File: config.mk
export PLATFORM = sky130hd
export DESIGN_NAME = udm_cmd_decoder_flat
export DESIGN_NICKNAME = d
export VERILOG_FILES = /design/src/rtl/udm_cmd_decoder_pkg.sv /design/src/rtl/udm_cmd_decoder_if.sv /design/src/rtl/udm_cmd_decoder_unescape.sv /design/src/rtl/udm_cmd_decoder.sv /design/src/flat_wrapper.sv
export SDC_FILE = /design/constraint.sdc
export NUM_CORES = 1
export LEC_CHECK = 0
export ABC_AREA = 1
export BUFFER_PORTS_ARGS = -buffer_cell sky130_fd_sc_hd__buf_2
export CAP_MARGIN = 30
export CORE_UTILIZATION = 30
export CTS_BUF_LIST = sky130_fd_sc_hd__clkbuf_2 sky130_fd_sc_hd__clkbuf_4 sky130_fd_sc_hd__clkbuf_8
export DETAILED_ROUTE_END_ITERATION = 16
export HOLD_SLACK_MARGIN = 0.02
export SLEW_MARGIN = 20
export SYNTH_ARGS = -nofsm -noshare
export SYNTH_HDL_FRONTEND = slang
export SYNTH_HIERARCHICAL = 1
export SYNTH_SLANG_ARGS = --single-unit
File: constraint.sdc
create_clock -name clk_i -period 3.4 [get_ports clk_i]
set_clock_uncertainty 0.05 [all_clocks]
set_input_delay 0 -clock clk_i [delete_from_list [all_inputs] [get_ports clk_i]]
set_output_delay 0 -clock clk_i [all_outputs]
set_load 0.02 [all_outputs]
File: src/rtl/udm_cmd_decoder_pkg.sv
// Shared definitions for the UDM command decoder: framing bytes, command codes,
// FSM state encoding and small byte-lane helpers.
package udm_cmd_decoder_pkg;

    localparam logic [7:0] SYNC_BYTE   = 8'h55;
    localparam logic [7:0] ESCAPE_BYTE = 8'h5A;

    typedef enum logic [7:0] {
        CMD_IDCODE   = 8'h00,
        CMD_RST      = 8'h80,
        CMD_NRST     = 8'hC0,
        CMD_WR       = 8'h81,
        CMD_RD       = 8'h82,
        CMD_WR_NOINC = 8'h83,
        CMD_RD_NOINC = 8'h84
    } udm_cmd_e;

    localparam logic [2:0] ST_IDLE   = 3'd0;
    localparam logic [2:0] ST_CMD    = 3'd1;
    localparam logic [2:0] ST_ADDR   = 3'd2;
    localparam logic [2:0] ST_LEN    = 3'd3;
    localparam logic [2:0] ST_WDATA  = 3'd4;
    localparam logic [2:0] ST_BUS_WR = 3'd5;
    localparam logic [2:0] ST_BUS_RD = 3'd6;
    localparam logic [2:0] ST_TX     = 3'd7;

    // Little-endian byte lane insert: idx 0 is the first byte on the wire.
    function automatic logic [31:0] put_byte(input logic [31:0] word,
                                             input logic [1:0]  idx,
                                             input logic [7:0]  b);
        logic [31:0] r;
        r = word;
        r[{idx, 3'b000} +: 8] = b;
        return r;
    endfunction

    function automatic logic [7:0] get_byte(input logic [31:0] word,
                                            input logic [1:0]  idx);
        return word[{idx, 3'b000} +: 8];
    endfunction

endpackage

File: src/rtl/udm_cmd_decoder_if.sv
// Single-outstanding bus master/slave connection driven by the UDM decoder.
interface udm_cmd_decoder_if;

    logic        req;
    logic        we;
    logic [31:0] addr;
    logic [31:0] wdata;
    logic        ack;
    logic        resp;
    logic [31:0] rdata;

    modport master (
        output req, we, addr, wdata,
        input  ack, resp, rdata
    );

    modport slave (
        input  req, we, addr, wdata,
        output ack, resp, rdata
    );

endinterface

File: src/rtl/udm_cmd_decoder_unescape.sv
// Strips UDM escape framing from the rx byte stream; flags unescaped SYNC bytes
// separately from literal data bytes in the same cycle the byte arrives.
module udm_cmd_decoder_unescape
    import udm_cmd_decoder_pkg::*;
(
    input  logic       clk_i,
    input  logic       arst_n_i,
    input  logic       rx_valid_i,
    input  logic [7:0] rx_data_i,
    output logic       byte_valid_o,
    output logic [7:0] byte_o,
    output logic       is_sync_o
);

    logic esc_q, esc_d;

    always_comb begin
        byte_valid_o = rx_valid_i &&
                       (esc_q || ((rx_data_i != SYNC_BYTE) && (rx_data_i != ESCAPE_BYTE)));
        is_sync_o    = rx_valid_i && !esc_q && (rx_data_i == SYNC_BYTE);
        byte_o       = rx_data_i;
        esc_d        = esc_q;
        if (rx_valid_i) begin
            esc_d = !esc_q && (rx_data_i == ESCAPE_BYTE);
        end
    end

    always_ff @(posedge clk_i or negedge arst_n_i) begin
        if (!arst_n_i) begin
            esc_q <= 1'b0;
        end else begin
            esc_q <= esc_d;
        end
    end

endmodule

File: src/rtl/udm_cmd_decoder.sv
// Target-side UDM protocol engine: decodes framed commands from the UART byte
// stream, runs single-outstanding bus transfers and returns read/IDCODE bytes.
module udm_cmd_decoder
    import udm_cmd_decoder_pkg::*;
#(
    parameter logic [31:0] IDCODE      = 32'h55AA_0001,
    parameter logic [15:0] BUS_TIMEOUT = 16'd1024
) (
    input  logic       clk_i,
    input  logic       arst_n_i,
    input  logic       rx_valid_i,
    input  logic [7:0] rx_data_i,
    output logic       tx_valid_o,
    output logic [7:0] tx_data_o,
    input  logic       tx_ready_i,
    output logic       rst_o,
    output logic       err_o,
    udm_cmd_decoder_if.master bus
);

    logic       byte_valid;
    logic [7:0] rx_byte;
    logic       is_sync;

    udm_cmd_decoder_unescape u_unescape (
        .clk_i       (clk_i),
        .arst_n_i    (arst_n_i),
        .rx_valid_i  (rx_valid_i),
        .rx_data_i   (rx_data_i),
        .byte_valid_o(byte_valid),
        .byte_o      (rx_byte),
        .is_sync_o   (is_sync)
    );

    logic [2:0]  state_q, state_d;
    logic [1:0]  idx_q, idx_d;
    logic [31:0] addr_q, addr_d;
    logic [31:0] data_q, data_d;
    logic [29:0] count_q, count_d;
    logic        inc_q, inc_d;
    logic        is_wr_q, is_wr_d;
    logic        is_id_q, is_id_d;
    logic        acked_q, acked_d;
    logic        abort_q, abort_d;
    logic        err_q, err_d;
    logic        rst_q, rst_d;
    logic [15:0] tmo_q, tmo_d;

    logic tmo_hit;
    logic count_last;
    logic busy_d;

    assign tmo_hit    = (BUS_TIMEOUT != 16'd0) && (tmo_q == BUS_TIMEOUT - 16'd1);
    assign count_last = (count_q == 30'd1);

    // Two stages per cycle: first retire any bus/TX completion, then evaluate
    // the incoming byte against the state that completion produced.
    always_comb begin
        // NOTE: every next-state variable gets its hold value first so no path
        // through the case statements can infer a latch.
        state_d = state_q;
        idx_d   = idx_q;
        addr_d  = addr_q;
        data_d  = data_q;
        count_d = count_q;
        inc_d   = inc_q;
        is_wr_d = is_wr_q;
        is_id_d = is_id_q;
        acked_d = acked_q;
        abort_d = abort_q;
        err_d   = err_q;
        rst_d   = rst_q;
        tmo_d   = tmo_q;

        case (state_q)
            ST_BUS_WR: begin
                if (bus.ack) begin
                    tmo_d   = '0;
                    count_d = count_q - 30'd1;
                    if (inc_q) addr_d = addr_q + 32'd4;
                    if (abort_q) begin
                        state_d = ST_CMD;
                        abort_d = 1'b0;
                        err_d   = 1'b0;
                    end else if (count_last) begin
                        state_d = ST_IDLE;
                    end else begin
                        state_d = ST_WDATA;
                    end
                end else if (tmo_hit) begin
                    tmo_d   = '0;
                    state_d = ST_IDLE;
                    err_d   = 1'b1;
                    abort_d = 1'b0;
                end else begin
                    tmo_d = tmo_q + 16'd1;
                end
            end
            ST_BUS_RD: begin
                if (bus.resp && (acked_q || bus.ack)) begin
                    tmo_d   = '0;
                    acked_d = 1'b0;
                    data_d  = bus.rdata;
                    idx_d   = 2'd0;
                    state_d = ST_TX;
                end else if (tmo_hit) begin
                    tmo_d   = '0;
                    acked_d = 1'b0;
                    state_d = ST_IDLE;
                    err_d   = 1'b1;
                    abort_d = 1'b0;
                end else begin
                    tmo_d = tmo_q + 16'd1;
                    if (bus.ack) acked_d = 1'b1;
                end
            end
            ST_TX: begin
                if (tx_ready_i) begin
                    idx_d = idx_q + 2'd1;
                    if (idx_q == 2'd3) begin
                        if (!is_id_q) begin
                            count_d = count_q - 30'd1;
                            if (inc_q) addr_d = addr_q + 32'd4;
                        end
                        if (abort_q) begin
                            state_d = ST_CMD;
                            abort_d = 1'b0;
                            err_d   = 1'b0;
                        end else if (is_id_q || count_last) begin
                            state_d = ST_IDLE;
                        end else begin
                            state_d = ST_BUS_RD;
                        end
                    end
                end
            end
            default: ;
        endcase

        busy_d = (state_d == ST_BUS_WR) || (state_d == ST_BUS_RD) || (state_d == ST_TX);

        if (is_sync) begin
            if (busy_d) begin
                abort_d = 1'b1;
            end else begin
                state_d = ST_CMD;
                idx_d   = 2'd0;
                err_d   = 1'b0;
            end
        end else if (byte_valid) begin
            case (state_d)
                ST_CMD: begin
                    idx_d = 2'd0;
                    case (rx_byte)
                        CMD_IDCODE: begin
                            data_d  = IDCODE;
                            is_id_d = 1'b1;
                            state_d = ST_TX;
                        end
                        CMD_RST: begin
                            rst_d   = 1'b1;
                            state_d = ST_IDLE;
                        end
                        CMD_NRST: begin
                            rst_d   = 1'b0;
                            state_d = ST_IDLE;
                        end
                        CMD_WR, CMD_WR_NOINC: begin
                            is_wr_d = 1'b1;
                            is_id_d = 1'b0;
                            inc_d   = (rx_byte == CMD_WR);
                            state_d = ST_ADDR;
                        end
                        CMD_RD, CMD_RD_NOINC: begin
                            is_wr_d = 1'b0;
                            is_id_d = 1'b0;
                            inc_d   = (rx_byte == CMD_RD);
                            state_d = ST_ADDR;
                        end
                        default: state_d = ST_IDLE;
                    endcase
                end
                ST_ADDR: begin
                    addr_d = put_byte(addr_d, idx_d, rx_byte);
                    if (idx_d == 2'd3) state_d = ST_LEN;
                    idx_d = idx_d + 2'd1;
                end
                ST_LEN: begin
                    data_d = put_byte(data_d, idx_d, rx_byte);
                    if (idx_d == 2'd3) begin
                        count_d = data_d[31:2];
                        if (count_d == 30'd0) state_d = ST_IDLE;
                        else if (is_wr_q)     state_d = ST_WDATA;
                        else                  state_d = ST_BUS_RD;
                    end
                    idx_d = idx_d + 2'd1;
                end
                ST_WDATA: begin
                    data_d = put_byte(data_d, idx_d, rx_byte);
                    if (idx_d == 2'd3) state_d = ST_BUS_WR;
                    idx_d = idx_d + 2'd1;
                end
                ST_BUS_WR, ST_BUS_RD, ST_TX: err_d = 1'b1;
                default: ;
            endcase
        end
    end

    // NOTE: state uses non-blocking assignments so every register samples the
    // same pre-edge values; all registers, including the data word, reset here.
    always_ff @(posedge clk_i or negedge arst_n_i) begin
        if (!arst_n_i) begin
            state_q <= ST_IDLE;
            idx_q   <= '0;
            addr_q  <= '0;
            data_q  <= '0;
            count_q <= '0;
            inc_q   <= 1'b0;
            is_wr_q <= 1'b0;
            is_id_q <= 1'b0;
            acked_q <= 1'b0;
            abort_q <= 1'b0;
            err_q   <= 1'b0;
            rst_q   <= 1'b0;
            tmo_q   <= '0;
        end else begin
            state_q <= state_d;
            idx_q   <= idx_d;
            addr_q  <= addr_d;
            data_q  <= data_d;
            count_q <= count_d;
            inc_q   <= inc_d;
            is_wr_q <= is_wr_d;
            is_id_q <= is_id_d;
            acked_q <= acked_d;
            abort_q <= abort_d;
            err_q   <= err_d;
            rst_q   <= rst_d;
            tmo_q   <= tmo_d;
        end
    end

    assign tx_valid_o = (state_q == ST_TX);
    assign tx_data_o  = get_byte(data_q, idx_q);
    assign rst_o      = rst_q;
    assign err_o      = err_q;
    assign bus.req    = (state_q == ST_BUS_WR) || ((state_q == ST_BUS_RD) && !acked_q);
    assign bus.we     = (state_q == ST_BUS_WR);
    assign bus.addr   = addr_q;
    assign bus.wdata  = data_q;

endmodule
File: src/flat_wrapper.sv
// flat-port wrapper written by rule: the top's interface ports become plain ports
module udm_cmd_decoder_flat import udm_cmd_decoder_pkg::*;
#(
    parameter logic [31:0] IDCODE      = 32'h55AA_0001,
    parameter logic [15:0] BUS_TIMEOUT = 16'd1024
)
  (clk_i, arst_n_i, rx_valid_i, rx_data_i, tx_valid_o, tx_data_o, tx_ready_i, rst_o, err_o, bus_req, bus_we, bus_addr, bus_wdata, bus_ack, bus_resp, bus_rdata);
  udm_cmd_decoder_if bus_i ();
  input  logic clk_i;
  input  logic arst_n_i;
  input  logic rx_valid_i;
  input  logic [7:0] rx_data_i;
  output logic tx_valid_o;
  output logic [7:0] tx_data_o;
  input  logic tx_ready_i;
  output logic rst_o;
  output logic err_o;
  output wire logic [$bits(bus_i.req)-1:0] bus_req;
  output wire logic [$bits(bus_i.we)-1:0] bus_we;
  output wire logic [$bits(bus_i.addr)-1:0] bus_addr;
  output wire logic [$bits(bus_i.wdata)-1:0] bus_wdata;
  input wire logic [$bits(bus_i.ack)-1:0] bus_ack;
  input wire logic [$bits(bus_i.resp)-1:0] bus_resp;
  input wire logic [$bits(bus_i.rdata)-1:0] bus_rdata;
  assign bus_req = bus_i.req;
  assign bus_we = bus_i.we;
  assign bus_addr = bus_i.addr;
  assign bus_wdata = bus_i.wdata;
  assign bus_i.ack = bus_ack;
  assign bus_i.resp = bus_resp;
  assign bus_i.rdata = bus_rdata;
  udm_cmd_decoder #(.IDCODE(IDCODE), .BUS_TIMEOUT(BUS_TIMEOUT)) u_core (.clk_i(clk_i), .arst_n_i(arst_n_i), .rx_valid_i(rx_valid_i), .rx_data_i(rx_data_i), .tx_valid_o(tx_valid_o), .tx_data_o(tx_data_o), .tx_ready_i(tx_ready_i), .rst_o(rst_o), .err_o(err_o), .bus(bus_i));
endmodule
# After elaboration in Yosys (flattened, before gate mapping)
# Index checks and enable logic that the tools add are counted.
# word_totals
regBits	123
in_bits	46
out_inout_bits	77
word_cells	163
# op_classes
add_sub_neg	6
eq_ne	24
shift	3
muxes	83
n_bitwise	1
n_reduce_logical	32
# op_table
op	count
32-bit 2-to-1 mux	13
30-bit 2-to-1 mux	8
32-bit case mux with 2 select lines	2
32-bit bitwise mux	2
30-bit case mux with 2 select lines	1
8-bit equality test (second input constant)	6
16-bit 2-to-1 mux	3
3-bit 2-to-1 mux	16
32-bit by 3-bit adder with 32-bit output (second input constant)	1
16-bit case mux with 2 select lines	1
8-bit by 7-bit variable shift with 32-bit output (first input constant)	1
32-bit by 6-bit indexed part select with 8-bit output	1
8-bit by 7-bit indexed part select with 32-bit output	1
30-bit by 1-bit equality test with 1-bit output (second input constant)	1
30-bit logical NOT	1
30-bit by 1-bit subtractor with 30-bit output (second input constant)	1
3-bit equality test (second input constant)	7
1-bit 2-to-1 mux	20
16-bit by 1-bit adder with 16-bit output (second input constant)	1
16-bit by 10-bit equality test with 1-bit output (second input constant)	1
8-bit by 7-bit equality test with 1-bit output (second input constant)	2
8-bit by 7-bit != test with 1-bit output (second input constant)	2
2-bit 2-to-1 mux	6
3-bit case mux with 4 select lines	1
22 further kinds	50

# Logic depth before layout (Yosys ltp)
# Gate-level depths: netlist (run 1).
# depth
ltp_word	13
depth_mapped	24

# Modules after synthesis
# The synthesis (run 1) kept the hierarchy.
# modules_own_cells
mod	instances	cells_per_inst	area_each_um2
udm_cmd_decoder	1	1409	8992.4
udm_cmd_decoder_unescape	1	34	193.9

# Worst setup path before layout (run 1)
# Ideal clock, no wire load.
# synth_path
path_type	flip-flop to flip-flop
from	register u_core.state_q[2]
to	register u_core.state_q[2]
arrival_ns	2.825
required_time_ns	3.233
path_slack_ns	0.408
path_stages_with_launch	22
n_path_buf	4
path_cell_list	dfrtp_1 buf_4 nand2_4 nor2_2 buf_4 nand3_2 nand2_1 buf_2 inv_1 ha_1 clkbuf_1 nor2_1 nand3_1 nand2_1 nor2_1 nand3_1 nor2_1 nand2_1 nand2_1 nand3_1 nand2_1 nand2_1
# synth_between
elab_chain_cells	11
# synth_rtl
element	line_no	text
start: declaration	udm_cmd_decoder.sv:35	logic [2:0] state_q, state_d;
start signal: assignment	udm_cmd_decoder.sv:227	state_q <= state_d;
3-bit equality test (*)	-	
named net tx_valid_o	flat_wrapper.sv:13	output logic tx_valid_o;
2-bit case mux with 2 select lines	udm_cmd_decoder.sv:75	case (state_q)
5-bit negation with 7-bit output	udm_cmd_decoder_pkg.sv:33	r[{idx, 3'b000} +: 8] = b;
8-bit by 7-bit indexed part select with 32-bit output / 8-bit by 7-bit variable shift with 32-bit output (equally long branches)	udm_cmd_decoder_pkg.sv:33	
32-bit bitwise mux	udm_cmd_decoder_pkg.sv:33	
30-bit logical NOT	udm_cmd_decoder.sv:192	if (count_d == 30'd0) state_d = ST_IDLE;
3-bit 2-to-1 mux	udm_cmd_decoder.sv:192	
3-bit 2-to-1 mux	udm_cmd_decoder.sv:190	if (idx_d == 2'd3) begin
3-bit case mux with 4 select lines	udm_cmd_decoder.sv:151	case (state_d)
3-bit 2-to-1 mux	udm_cmd_decoder.sv:150	end else if (byte_valid) begin
3-bit 2-to-1 mux (*)	udm_cmd_decoder.sv:142	if (is_sync) begin
named net u_core.state_d[2]	udm_cmd_decoder.sv:35	
# Mark *: on every way through the listed nets, which the timed path passes. The rest lies on a longest branch.
# A chain may end at the register's enable or synchronous reset.

# Final worst setup path (run 1)
# layout_path
from	register u_core.idx_q[1]
to	register u_core.state_q[2]
# layout_between
elab_chain_cells	12
# layout_rtl
element	line_no	text
start: declaration	udm_cmd_decoder.sv:36	logic [1:0] idx_q, idx_d;
start signal: assignment	udm_cmd_decoder.sv:228	idx_q <= idx_d;
2-bit by 1-bit adder with 2-bit output	udm_cmd_decoder.sv:119	idx_d = idx_q + 2'd1;
2-bit 2-to-1 mux	udm_cmd_decoder.sv:118	if (tx_ready_i) begin
2-bit case mux with 2 select lines	udm_cmd_decoder.sv:75	
5-bit negation with 7-bit output	udm_cmd_decoder_pkg.sv:33	
8-bit by 7-bit indexed part select with 32-bit output / 8-bit by 7-bit variable shift with 32-bit output (equally long branches)	udm_cmd_decoder_pkg.sv:33	
32-bit bitwise mux	udm_cmd_decoder_pkg.sv:33	
30-bit logical NOT	udm_cmd_decoder.sv:192	
3-bit 2-to-1 mux	udm_cmd_decoder.sv:192	
3-bit 2-to-1 mux	udm_cmd_decoder.sv:190	
3-bit case mux with 4 select lines	udm_cmd_decoder.sv:151	
3-bit 2-to-1 mux	udm_cmd_decoder.sv:150	
3-bit 2-to-1 mux (*)	udm_cmd_decoder.sv:142	
named net u_core.state_d[2]	udm_cmd_decoder.sv:35	
# Marks and branches as above.

==> impl_metrics.yaml, run 1 <==
pwr:
  peakVddDrop_mv: 0.6104
  power_density_nw_per_um2: 848.8
  cellLeakagePower_nw: 5.823
critical_path:
  r2r_cells: 19
  r2r_start: "u_core/idx_q[1]"
  arrival_ps: 3480
  cp-endpoint: "u_core/state_q[2]"
  path_max_fanout: 8
  required_ps: 3750
  reg2reg_to: "u_core/state_q[2]"
  critPathCaptureType: "flop"
  critical_path_class: "reg2reg"
  r2r_slack_ps: 270
  crit_start: "u_core/idx_q[1]"
  critPathLaunchType: "flop"
yosys:
  synthFlopType: "dfrtp_1"
  yosysWarnings: 6
  ys_types: 46
  synth-edff-count: 0
  synth_area_per_cell_um2: 6.366
  synth_seq_cells: 123
  synth_area_um2: 9186
  synth_nets: 1499
  netlist_instances: 1443
  synthArstFlopShare_pct: 100.0
  ys_seq_area_share_pct: 33.51
cells_and_area:
  fin_cells: 2003
  fin_nets: 1656
  nFillCells: 3209
  area_delta_synth_final_pct: 20.93
  diodes: 0
  drive_gt1_share_pct: 14.32
grt:
  track_usage_pct: 21.66
  use_met3_pct: 3.501
  use_met1_pct: 31.33
  grt_pass1_vias: 9425
  antenna_found_initial: 0
  grt_max_degree: 75
  gr-usage-met2_pct: 32.60
  grt_pass1_wl_mm: 52.27
  overflow: 0
  grt-busiest-layer: "met2"
die:
  die_w_um: 177.0
  start_util_pct: 30.75
  die_h_um: 177.0
  row_count: 63
  core_um2: 29870
  io-pin-count: 123
  dieArea_um2: 31330
clock_network:
  h-tree-depth: 4
  cts_buffer_depth: 2
  clk_latency_ps: 470
  cts_tree: "built"
  clkSlewWorstSetupHoldPaths_ps: 80
  cts_root_buf: "clkbuf_8"
  cts_made_buffers: 17
  cts.sinks: 123
  cts_setup_buffers: 0
sta:
  slew_headroom_pct: 53.08
  finalCritPeriodShare_pct: 92.06
  setup_tns_ps: 0
  slew_violations: 0
  rsz0062_at_grt: "false"
  hold_viol: 0
  fmax_mhz: 319.5
  setup_viol: 0
  tightest_slew_ps: 703.8
  final.min_clock_period_ps: 3130
routing:
  drtIter0Drc: 1016
  drtPass1Iterations: 5
  dr_total_vias: 10030
  drtAntennaViolNets: 0
  wl_mm: 33.45
  route.detailed.drc: 0
  routedWlPerCell_um: 16.70
  viasPerCell: 5.006
placed_design:
  portBuffers: 122
  dp.cells: 1928
  gp_congestion: 0.9638
  hpwl_mm: 25.58
hold_path:
  hold_class: "in2reg"
run:
  maxCapViolCount: 0
status:
  status: "completed"
[through the flow]
stage	cell area (µm²)	util (%)	setup WS, ps	power (mW)	hold WS, ps
after floorplan	9186	-	407.7	6.106	-345.6
after global placement	10240	34.27	243.4	7.813	43.12
after detailed placement	10240	34.27	180.4	7.777	41.44
after CTS	11090	37.11	154.0	9.363	39.99
after global routing	11110	37.19	8.696	10.16	87.18
final	11110	37.19	270.0	9.430	62.96
[layout by cell type, fill, tap and decap left out, types with 4 or more instances in the layout]
master           n
clkinv_2         5
buf_4           30
clkbuf_8        19
ha_1            10
xor2_1          35
nand2_1        502
bufinv_16        4
o22ai_1         29
inv_1          150
dfrtp_1        123
clkinv_1         4
nor3_1          24
buf_2          121
nor4_1           6
nor2_2          10
o21ai_0         88
dlygate4sd3_1   41
nor2_1         165
o21ai_1          8
inv_2            6
nand2_2          7
xnor2_1          9
a31oi_1         11
nand4_1         36
nand3_1        103
o211ai_1         4
clkinvlp_4       4
a21oi_1         21
[flip-flops by register name, indices dropped and copies added, names as in the netlist]
signal / flops
u_core/u_unescape/esc_q: 1
u_core/rst_o: 1
u_core/abort_q: 1
u_core/err_o: 1
u_core/inc_q: 1
u_core/bus.addr: 32
u_core/tmo_q: 16
u_core/state_q: 3
u_core/bus.wdata: 32
u_core/acked_q: 1
u_core/count_q: 30
u_core/is_wr_q: 1
u_core/is_id_q: 1
u_core/idx_q: 2
[cells in the mapped netlist, drive strengths merged (3+ instances only)]
master	number	share of area, %
o21ai	98	5.4
o21a	3	0.25
a21oi	23	1.3
xor2	35	3.3
dfrtp	123	34
o211ai	4	0.33
clkinv	5	0.22
clkbuf	19	0.78
inv	157	6.4
ha	10	1.4
nand4	36	2.5
nor4	7	0.48
nor2	179	8.0
o32ai	3	0.29
xnor2	9	0.86
nand3	106	5.9
a31oi	11	0.75
buf	39	2.7
nor3	25	1.4
or2	3	0.20
nand2	511	21
o22ai	29	2.0
[area by class of cell]
cell class,instances,area [µm²],share of cell area [%]
multi-input combinational,1100,5191,46.73
clock inverter,12,170.2,1.532
tap,390,488.0,4.392
sequential,123,3078,27.71
clock buffer,20,269.0,2.421
inverter,162,611.8,5.507
timing repair buffer,196,1301,11.71
[cells by family (layout without fill, tap and decap cells)]
kind of cell / Yosys count / in the layout / synth area share [%]
and+or+nand+nor: 869 / 869 / 39.87
buffers and inverters: 220 / 390 / 10.16
AOI/OAI and AO/OA: 176 / 176 / 10.79
DFF: 123 / 123 / 33.51
xor gates and xnor gates: 44 / 44 / 4.195
adders and majority gates: 10 / 10 / 1.362
muxes: 1 / 1 / 0.1226
[layer usage]
layer	wire, µm	vias up
li1	-	4937
met1	16030	4627
met2	14510	415
met3	2154	48
met4	766	0
met5	0	-
[critical path: stages (launching register included)]
cell and delay, ps:
dfrtp_1 510, ha_1 340, o211ai_1 90, o21ai_1 250
inv_1 110, ha_1 220, buf_4 150, nor2_1 260
inv_1 140, nor3_1 150, nand2_1 150, nand4_1 130
nor2_1 50, nand2_1 90, nor2_1 50, nand2_1 100
nand2_1 60, nand3_1 60, nand2_1 60, nand2_1 50
[what timing repair did]
action                                  CTS  global route
hold buffers                             41             0
gates resized for setup                   0             2
endpoints found under the setup margin    0             6
endpoints found under the hold margin    87             0
[where the power goes]
part           switching (mW)  leakage (nW)  total (mW)  internal (mW)
Clock                   0.652         0.214        1.49          0.840
Sequential              0.549          1.59        2.52           1.97
Combinational            3.77          4.02        5.42           1.65
Total                    4.97          5.82        9.43           4.46
[worst min-delay path by stage]
stage,from,end,cells after the start
floorplan,arst_n_i,u_core/abort_q,0
global placement,arst_n_i,u_core/bus.wdata[24],1
detailed placement,arst_n_i,u_core/bus.wdata[25],1
CTS,rx_data_i[2],u_core/is_wr_q,7
global route,rx_data_i[1],u_core/inc_q,5
finish,rx_data_i[2],u_core/is_wr_q,7
No activity file was read; power rests on OpenSTA's default activity.
==> run 2: changes to the inputs <==
SETUP_SLACK_MARGIN = 0.4   (was default)
==> run 2 against run 1 <==
Compared with the run above:
- via count rose by 1.3%
- first-iteration DRC count fell by 4.3%
- sequential share of layout area fell by 0.66 points
- fmax rose by 8.6%
- final cell count rose by 0.85%
- register-to-register slack improved by 250 ps
- total power rose by 3.8%
==> impl_metrics.yaml, run 2 (synthesis gave the netlist of run 1 again) <==
status:
  status: "completed"
routing:
  route.detailed.drc: 0
  routedWlPerCell_um: 16.78
  topRoutingLayerUsed: "met4"
  dr_wl_met3_mm: 2.451
  wl_met1_mm: 15.91
  dr_total_vias: 10160
  drtPass1Iterations: 6
  drtAntennaViolNets: 0
  viasPerCell: 5.029
  drtIter0Drc: 972
  wl_met2_mm: 14.68
  wl_mm: 33.90
cells_and_area:
  drive_gt1_share_pct: 16.20
  finish.utilization_pct: 38.15
  layout_common_cells: "nand2_1, nor2_1, inv_1, buf_2, dfrtp_1"
  fin_cells: 2020
  diodes: 0
  fin_nets: 1673
  nFillCells: 3178
  final_common_cell: "nand2_1"
  area_delta_synth_final_pct: 24.05
pwr:
  power_density_nw_per_um2: 858.6
  clkPwrFrac_pct: 15.2
  p_int_mw: 4.679
  peakVddDrop_mv: 0.6121
  combPwrFrac_pct: 58.9
  cellLeakagePower_nw: 5.920
  switching_share_pct: 52.18
  seqPwrFrac_pct: 25.8
  p_sw_mw: 5.105
sta:
  fmax_mhz: 346.9
  tightest_slew_ps: 910.8
  slew_violations: 0
  setup_viol: 0
  hold_viol: 0
  hold-worst-slack_ps: 64.50
  rsz0062_at_grt: "true"
  fin_ws_ps: 517.7
  final.min_clock_period_ps: 2882
  slew_headroom_pct: 38.77
  setup_tns_ps: 0
  finalCritPeriodShare_pct: 84.77
grt:
  grt_pass1_wl_mm: 52.36
  antenna_found_initial: 0
  grt_max_degree: 75
  track_usage_pct: 21.70
  grt_pass1_vias: 9440
  overflow: 0
clock_network:
  cts_made_buffers: 17
  clkSlewWorstSetupHoldPaths_ps: 80
  cts_buffer_depth: 2
  cts.sinks: 123
  clk_latency_ps: 470
  cts_root_buf: "clkbuf_8"
  cts_tree: "built"
  h-tree-depth: 4
critical_path:
  crit_chain: "inv_4 -> nor2_4 -> inv_2 -> nand3_1 -> nand2_1 -> buf_12 -> ha_1 -> inv_1 -> nor2_4 -> inv_1 -> nor3_1 -> nand2_1 -> nand4_1 -> nor2_1 -> nand2_1 -> nor2_1 -> nand2_1 -> nand2_1 -> nand3_1 -> nand2_1 -> nand2_1"
  cp_top_family: "simple AND/OR/NAND/NOR gates"
  path_max_fanout: 24
  critPathLaunchType: "flop"
  slowest_stage: "dfrtp_2"
  r2r_slack_ps: 520
  worst-path-buf-inv: 5
  critPathCaptureType: "flop"
  arrival_ps: 3180
  slowest_delay_ps: 440
  crit_top_cell: "nand2_1"
  required_ps: 3690
  critical_path_class: "reg2reg"
die:
  io-pin-count: 123
  core_um2: 29870
  die_w_um: 177.0
  dieArea_um2: 31330
  start_util_pct: 30.75
  die_h_um: 177.0
  row_count: 63
placed_design:
  portBuffers: 122
  dp.cells: 1928
  hpwl_mm: 25.58
  place_ws_ps: 180.4
  gp_congestion: 0.9638
hold_path:
  hold_class: "in2async"
run:
  maxCapViolCount: 0
## run 2: cell types whose count changed in the layout (fill, tap and decap cells not counted), moves of 3 or more
cell	change
buf_4	+7
nor2_4	+6
buf_6	+4
dfrtp_1	-3
dfrtp_2	+3
ha_1	-3
inv_1	-3
nor2_2	-3
## run 2: area by class of cell
class / count / area (µm²) / share of cell area [%]
Multi-Input combinational cell: 1101 / 5289 / 46.41
Inverter: 162 / 624.3 / 5.479
Tap cell: 390 / 488.0 / 4.282
Clock inverter: 12 / 170.2 / 1.493
Sequential cell: 123 / 3082 / 27.04
Clock buffer: 20 / 269.0 / 2.361
Timing Repair Buffer: 212 / 1474 / 12.93
## run 2: worst paths after layout
kind                       depth (start not counted)          startpoint                   end
max reg2reg                                       21   u_core/state_q[1]     u_core/state_q[2]
min in group clk_i                                 7        rx_data_i[2]        u_core/is_wr_q
min reg2reg                                        2  u_core/bus.addr[0]    u_core/bus.addr[0]
min                                                2            arst_n_i  u_core/bus.wdata[24]
max in group asynchronous                          3            arst_n_i     u_core/count_q[2]
max                                               21   u_core/state_q[1]     u_core/state_q[2]
## run 2: power groups by stage
stage	registers, mW	clock network (mW)	logic (mW)
floorplan	2.75	0	3.36
global placement	2.53	0	5.28
detailed placement	2.52	0	5.25
CTS	2.51	1.52	5.35
global route	2.59	1.58	6.34
finish	2.52	1.49	5.77
## run 2: worst register-to-register path, delay by kind of cell, from the launching register on
kind	cells	cell delay (ps)
DFF	1	440
buffers and inverters	5	600
and+or+nand+nor	15	1420
adders and majority gates	1	250
## run 2: metal layers
layer / global-route usage [%] / vias to the layer above
met4: 6.753 / 0
met3: 3.458 / 55
li1: - / 4974
met1: 31.35 / 4665
met2: 32.76 / 465
met5: 0 / -
## run 2: what timing repair did
action | 4_1_cts | 5_1_grt
setup buffers | 0 | 14
hold endpoints to repair | 87 | 0
gates cloned | 0 | 1
hold buffers | 43 | 0
endpoints found under the setup margin | 13 | 57
gates resized for setup | 4 | 36
pin swaps | 0 | 6
## run 2: per-stage QoR
| stage | power, mW | instance area, µm² |
|---|---|---|
| global placement | 7.813 | 10240 |
| global route | 10.51 | 11400 |
| floorplan | 6.106 | 9186 |
| CTS | 9.381 | 11120 |
| finish | 9.784 | 11400 |
| detailed placement | 7.777 | 10240 |
==> run 3: changes to the inputs <==
clock period = 2.5 ns   (was 3.4 ns; I/O delays follow)
==> run 3 against run 2 <==
Compared with the run above:
- the run now ends with setup timing left
- core utilization rose by 11 points
- non-clock buffer count rose by 234
- flip-flop and latch count did not move
- critical path depth fell by 3
- register-to-register slack got worse by 800 ps
- first-iteration DRC count fell by 2.9%
- via count rose by 12%
- design area rose by 28%
- fmax rose by 3.5%
- worst setup slack got worse by 800 ps
- final cell count rose by 12%
- critical endpoint unchanged
- largest power group unchanged
- highest routed layer unchanged
==> impl_metrics.yaml, run 3 (synthesis gave the netlist of run 1 again) <==
status:
  status: "finished, violations left"
  violations: "setup timing"
hold_path:
  hold_class: "in2async"
routing:
  route.detailed.drc: 0
  drtAntennaViolNets: 0
  viasPerCell: 5.050
  drtIter0Drc: 944
  dr_total_vias: 11390
  drtPass1Iterations: 5
  routedWlPerCell_um: 17.26
  wl_mm: 38.93
sta:
  rsz0062_at_grt: "true"
  fin_ws_ps: -284.0
  hold_viol: 0
  fmax_mhz: 359.2
  final.min_clock_period_ps: 2784
  finalCritPeriodShare_pct: 111.4
  tightest_slew_ps: 777.6
  slew_violations: 0
  setup_viol: 43
  slew_headroom_pct: 48.10
grt:
  grt_pass1_vias: 10250
  overflow: 0
  grt_pass1_wl_mm: 55.85
  track_usage_pct: 23.09
  antenna_found_initial: 0
  grt_max_degree: 48
clock_network:
  cts_tree: "built"
  cts_buffer_depth: 2
  clk_latency_ps: 470
  cts_root_buf: "clkbuf_8"
  cts_made_buffers: 17
  cts.sinks: 123
  clkSlewWorstSetupHoldPaths_ps: 90
  h-tree-depth: 4
pwr:
  power_mw: 17.30
  peakVddDrop_mv: 0.8185
  cellLeakagePower_nw: 7.372
  power_density_nw_per_um2: 1183
die:
  core_um2: 29870
  die_w_um: 177.0
  dieArea_um2: 31330
  row_count: 63
  die_h_um: 177.0
  start_util_pct: 30.75
  io-pin-count: 123
placed_design:
  hpwl_mm: 26.84
  gp_congestion: 0.9555
  portBuffers: 122
cells_and_area:
  regArea_um2: 3084
  multi_input_area_um2: 6312
  fin_nets: 1908
  drive_gt1_share_pct: 37.80
  layout_common_cells: "nand2_1, buf_4, buf_2, inv_1, dfrtp_1"
  area_delta_synth_final_pct: 59.14
  nFillCells: 2850
  finish.utilization_pct: 48.93
  diodes: 0
  final_common_cell: "nand2_1"
critical_path:
  required_ps: 2820
  arrival_ps: 3100
  critPathLaunchType: "flop"
  path_max_fanout: 7
  critPathCaptureType: "flop"
  critical_path_class: "reg2reg"
run:
  maxCapViolCount: 0
==> run 3: changes by cell type in the layout (fill, tap and decap cells not counted), sizes merged <==
| cell | previous run | this run |
|---|---|---|
| clkinv | 7 | 10 |
| bufinv | 4 | 3 |
| dlygate4sd3 | 43 | 41 |
| inv | 157 | 158 |
| buf | 168 | 398 |
| clkinvlp | 6 | 4 |
| nand2 | 511 | 513 |
| nor2 | 180 | 179 |
| clkbuf | 21 | 26 |
==> run 3: where the power goes <==
part	switching [mW]	internal, mW
sequential	0.748	2.69
combinational	6.93	4.95
clock	0.934	1.04
total	8.62	8.68
==> run 3: what timing repair did <==
item                                    4_1_cts  5_1_grt
hold buffers                                 42        0
gates cloned                                  0       12
setup buffers                                33       45
endpoints found under the setup margin      108      114
gates resized for setup                     174      189
pin swaps                                    51       74
endpoints found under the hold margin       113        0
==> run 3: metrics by stage <==
| stage | instance area [µm²] | cells | setup WS (ps) | TNS, ps | hold WS [ps] |
|---|---|---|---|---|---|
| 2_1_floorplan | 9360 | 1443 | 4.220 | 0 | -345.6 |
| 3_3_place_gp | 11670 | 2091 | -306.9 | -4678 | -67.76 |
| 3_5_place_dp | 11670 | 2091 | -241.2 | -5042 | -62.64 |
| 4_1_cts | 13340 | 2198 | -136.6 | -379.0 | 26.77 |
| 5_1_grt | 14620 | 2255 | -454.1 | -12200 | 63.94 |
| 6_report | 14620 | 2255 | -284.0 | -3729 | 37.55 |
==> run 3: final timing paths <==
kind / endpoint / start / cells after the start / slack (ps)
min reg2reg: u_core/bus.addr[1] / u_core/bus.addr[1] / 2 / 420
min: u_core/is_wr_q / arst_n_i / 3 / 40
min in group clk_i: u_core/rst_o / rx_data_i[2] / 7 / 40
max reg2reg: u_core/state_q[2] / u_core/idx_q[1] / 18 / -280
max in group asynchronous: u_core/count_q[10] / arst_n_i / 3 / 1700
max: u_core/state_q[2] / u_core/idx_q[1] / 18 / -280
==> run 3: area by class of cell <==
class | count | area share [%]
flip-flops and latches | 123 | 21.10
inverters | 162 | 4.451
clock buffers | 19 | 1.789
clock inverters | 13 | 1.138
repair buffers | 446 | 25.01
multi-input cells | 1102 | 43.18
well taps | 390 | 3.338
==> run 3: per-layer routing <==
layer / track usage, % / vias up / routed length (µm)
li1: - / 5456 / -
met1: 31.93 / 5365 / 16950
met2: 35.74 / 495 / 18020
met3: 3.759 / 71 / 2751
met4: 9.016 / 0 / 1207
met5: 0 / - / 0
==> run 3: critical path, cell delays in order (launching register included) <==
cell	delay, ps
dfrtp_1	400
ha_1	310
o211ai_1	290
o21ai_4	140
inv_4	110
ha_4	240
nand2_8	120
buf_4	140
nor2_4	40
nand4_1	150
nand4_1	120
nor2_1	120
nand2_1	50
nor2_1	80
nand2_1	90
nand2_1	70
nand3_1	60
nand2_1	60
nand2_1	40
